===== src/rtl/iq_issue.sv =====
// Issue stage at the consumer end of the instruction queue.
// Picks the longest in-order issuable prefix and registers it as one group.
module iq_issue #(
  parameter type T            = logic [31:0],
  parameter int  EXT_COUNT    = 4,
  parameter int  EXTCOUNTLOG2 = $clog2(EXT_COUNT)
) (
  input  logic                    clock,
  input  logic                    reset,
  input  logic [EXT_COUNT-1:0]    win_valid,
  input  T     [EXT_COUNT-1:0]    win_elements,
  input  logic [EXT_COUNT-1:0]    win_serial,
  output logic                    q_ext_enable,
  output logic [EXTCOUNTLOG2-1:0] q_ext_consumed,
  input  logic                    flush,
  output logic [EXT_COUNT-1:0]    issue_valid,
  output T     [EXT_COUNT-1:0]    issue_elements,
  input  logic                    issue_ready,
  output logic [31:0]             issued_count,
  output logic [15:0]             stall_cycles
);

  localparam int CW = $clog2(EXT_COUNT + 1);

  logic                 occupied;
  logic                 load_ok;
  logic                 consume;
  logic                 stop;
  logic [CW-1:0]        sel_n;
  logic [CW-1:0]        pop;
  logic [EXT_COUNT-1:0] mask;

  assign occupied = |issue_valid;
  assign load_ok  = ~occupied | issue_ready;

  // A serial slot ends the group: alone at slot 0, or deferred later.
  always_comb begin
    sel_n = '0;
    stop  = 1'b0;
    for (int i = 0; i < EXT_COUNT; i++) begin
      if (!stop) begin
        if (!win_valid[i]) begin
          stop = 1'b1;
        end else if (win_serial[i] && i != 0) begin
          stop = 1'b1;
        end else begin
          sel_n = CW'(i + 1);
          if (win_serial[i]) stop = 1'b1;
        end
      end
    end
  end

  always_comb begin
    mask = '0;
    for (int i = 0; i < EXT_COUNT; i++) begin
      mask[i] = (CW'(i) < sel_n);
    end
  end

  always_comb begin
    pop = '0;
    for (int i = 0; i < EXT_COUNT; i++) begin
      pop = pop + CW'(issue_valid[i]);
    end
  end

  assign consume = load_ok & (sel_n != '0) & ~flush & ~reset;

  always_comb begin
    q_ext_enable   = 1'b0;
    q_ext_consumed = '0;
    if (consume) begin
      q_ext_enable   = 1'b1;
      q_ext_consumed = EXTCOUNTLOG2'(sel_n - CW'(1));
    end
  end

  always_ff @(posedge clock) begin
    if (reset) begin
      issue_valid  <= '0;
      issued_count <= '0;
      stall_cycles <= '0;
    end else begin
      if (occupied && issue_ready) begin
        issued_count <= issued_count + 32'(pop);
      end
      if (flush) begin
        issue_valid <= '0;
      end else if (consume) begin
        issue_valid <= mask;
      end else if (load_ok) begin
        issue_valid <= '0;
      end
      if (!load_ok && stall_cycles != 16'hFFFF) begin
        stall_cycles <= stall_cycles + 16'd1;
      end
    end
  end

  // Payload carries no reset; it is qualified by issue_valid.
  always_ff @(posedge clock) begin
    if (consume) issue_elements <= win_elements;
  end

endmodule


===== config.mk =====
export PLATFORM = sky130hd
export DESIGN_NAME = iq_issue
export DESIGN_NICKNAME = d
export VERILOG_FILES = /design/src/rtl/iq_issue.sv
export SDC_FILE = /design/constraint.sdc
export NUM_CORES = 1
export LEC_CHECK = 0
export ABC_AREA = 1
export CAP_MARGIN = 10
export CORE_UTILIZATION = 29
export DETAILED_ROUTE_END_ITERATION = 16
export GPL_TIMING_DRIVEN = 0
export SLEW_MARGIN = 10
export SYNTH_ARGS = -nofsm -noshare
export SYNTH_HDL_FRONTEND = slang
export SYNTH_SLANG_ARGS = --single-unit

===== constraint.sdc =====
create_clock -name clock -period 8.4 [get_ports clock]
set_clock_uncertainty 0.1 [all_clocks]
set_input_delay 1.68 -clock clock [delete_from_list [all_inputs] [get_ports clock]]
set_output_delay 1.68 -clock clock [all_outputs]
set_load 0.005 [all_outputs]

==> flow_summary.ini <==
[final_layout]
layout_commonest_cell = clkdlybuf4s50_1
drive_above_1_share = 0.0589
synthToLayoutAreaGrowth_pct = 62.1
design_area_sq_mm = 0.0111
final_core_util = 0.485
mostFrequentLayoutCells = clkdlybuf4s50_1, nand2_1, edfxtp_1, nor2_1, inv_1
finalNonFillerCells = 1264
fin_nets = 1084

[pwr]
combPwrFrac = 0.070
max-vdd-ir-drop_mv = 0.106
clkPwrFrac = 0.416
finalPower_mw = 1.90
p_per_area_mw_per_mm2 = 171
p_switching_mw = 0.435
leakage_nw = 3.91
swShare = 0.229
pwr-share-seq = 0.514
cellInternalPower_mw = 1.47

[clock_tree]
cts.clk_slew.worst_paths_ps = 70
post_cts_buffers = 0
ctsHtreeMaxLevel = 4
root_buffer = clkbuf_16
clockBufferDepth = 2
cts-buffers-inserted = 17
cts_tree = done
cts_resized = 0
holdBufCountCts = 0
clock_latency_ps = 420
clock_sinks = 180

[synth]
yosysSeqAreaShare = 0.713
synthMuxAreaShare = 0
mappedNetlistArea_sq_mm = 0.00686
synth_compound_area_frac = 0.0343
synth_nets = 741
synthArstFlopShare = 0
synth-xor-area-share = 0.0166
synth_top_family_by_area = simple AND/OR/NAND/NOR gates
synthCells = 594
synth-adder-area-share = 0.0161
synth_ff_type = edfxtp_1
ys_seq_elements = 180
synth_edf_count = 128
ys_types = 32
synth.avg_cell_area_sq_um = 11.5
yosys.area_share.simple = 0.181
ys_warn_count = 0

[global_route]
first_global_vias = 5115
grt_pass1_wl_microns = 30500
grt_max_degree = 65
grt_antenna_before_repair = 2
gr-usage-all-layers = 0.172
grt-ovfl-total = 0

[setup_path]
cp-end-kind = output port
r2r_start = issue_valid[0]
worstPathArrival_ps = 4100
criticalPathCategory = in2out
worst_setup_path_start_kind = input port
startpoint = win_valid[0]
crit_required_ps = 6620
cp-endpoint = q_ext_enable
reg2reg_to = issued_count[24]
rrSetupSlack_ps = 5500
r2r_cells = 13
worstPathMaxFanout = 60

[worst_hold_path]
hold_path.class = reg2reg

[placement]
port_buffers = 322
dpl_cell_area_sq_mm = 0.0105
dp_hpwl_microns = 16400
dp.cells = 1231
dp_slack_ps = 2510
place.gp.congestion = 0.845

[sta]
final_max_slew_viol_count = 0
finalHoldViolCount = 0
worst_slew_pin_slew_ps = 614
rsz0062_at_grt = false
fin_setup_tns_ps = 0
hold_ws_ps = 396
setup_violations = 0
min_period_over_period = 0.700
slew_headroom = 0.591
fin_crit_ps = 5880
clock.fmax_mhz = 170
timing.final.ws_setup_ps = 2520

[route]
drcViolationCount = 0
drt_iter0_markers = 296
wirelength_microns = 20800
drtAntennaViolNets = 0
avgViaCountPerCell = 4.30
firstDrtPassIters = 6
vias = 5429
wl_per_cell_microns = 16.5

[die]
die_height_microns = 156
boundaryPins = 323
dieArea_sq_mm = 0.0243
rows = 55
coreArea_sq_mm = 0.0229
start_util = 0.299
die_width_microns = 156

[run]
maxCapViolCount = 0

[status]
status = complete, no violations
-- metal layers --
metal  global-route usage  wire [microns]
met5                    0              12
met4               0.0537             218
met3               0.0561            1600
met2                0.315           11000
met1                0.188            7980
-- synthesized netlist by cell type (4+ instances only) --
cell type / number / area share
xnor2_1: 5 / 0.0064
edfxtp_1: 128 / 0.56
xor2_1: 8 / 0.010
dfxtp_1: 52 / 0.15
inv_1: 60 / 0.033
a21oi_1: 22 / 0.016
a21oi_2: 5 / 0.0064
nand2_1: 130 / 0.071
ha_1: 4 / 0.0073
o21ai_0: 11 / 0.0080
nor3_1: 7 / 0.0051
nor2_1: 83 / 0.045
clkbuf_1: 4 / 0.0022
nand4_1: 14 / 0.013
nand3_1: 33 / 0.024
nor3_2: 4 / 0.0058
-- registers in the layout (all words and copies together), names as in the netlist --
name	cells
issue_elements	128
issue_valid	4
issued_count	32
stall_cycles	16
-- worst min path at each step --
stage                           from          endpoint  slack (ps)  cells past startpoint
floorplan            issued_count[3]   issued_count[3]         370                      1
global placement     issued_count[3]   issued_count[3]         380                      1
detailed placement   issued_count[3]   issued_count[3]         380                      1
CTS                 stall_cycles[10]  stall_cycles[10]         400                      2
global route        stall_cycles[10]  stall_cycles[10]         430                      2
finish               issued_count[3]   issued_count[3]         400                      1
-- critical path: stages --
cell and delay, ps:
clkdlybuf4s50_1 520, nand3_1 120, inv_1 130, o21ai_0 100, ha_1 200, or2_1 260
nand2_4 180, buf_16 310, clkdlybuf4s50_1 570
-- cells by family (layout without fill, tap and decap cells) --
logic type | count (synthesis) | count (layout)
XOR/XNOR | 13 | 13
adder cells (fa/ha/maj) | 7 | 7
other | 0 | 1
buffers and inverters | 68 | 424
AND/OR/NAND/NOR | 284 | 284
flip-flops | 180 | 180
AO/OA/AOI/OAI | 42 | 42
-- cell type report --
| type | instances | area (sq um) |
|---|---|---|
| diodes | 1 | 2.50 |
| plain buffers | 6 | 41.3 |
| clock buffers | 18 | 429 |
| clock inverters | 14 | 150 |
| fillers | 2110 | 11800 |
| inverters | 62 | 233 |
| multi-input cells | 346 | 1700 |
| flip-flops and latches | 180 | 4880 |
| well taps | 313 | 392 |
| repair buffers | 324 | 3280 |
-- power groups by stage --
stage | logic, mW | clock network, mW | registers, mW
final | 0.133 | 0.790 | 0.978
after global routing | 0.142 | 0.851 | 0.980
after CTS | 0.134 | 0.816 | 0.978
after detailed placement | 0.134 | 0 | 0.999
after global placement | 0.129 | 0 | 1.00
after floorplan | 0.0166 | 0 | 1.01
Note: power is estimated with default switching activity, not from simulation.
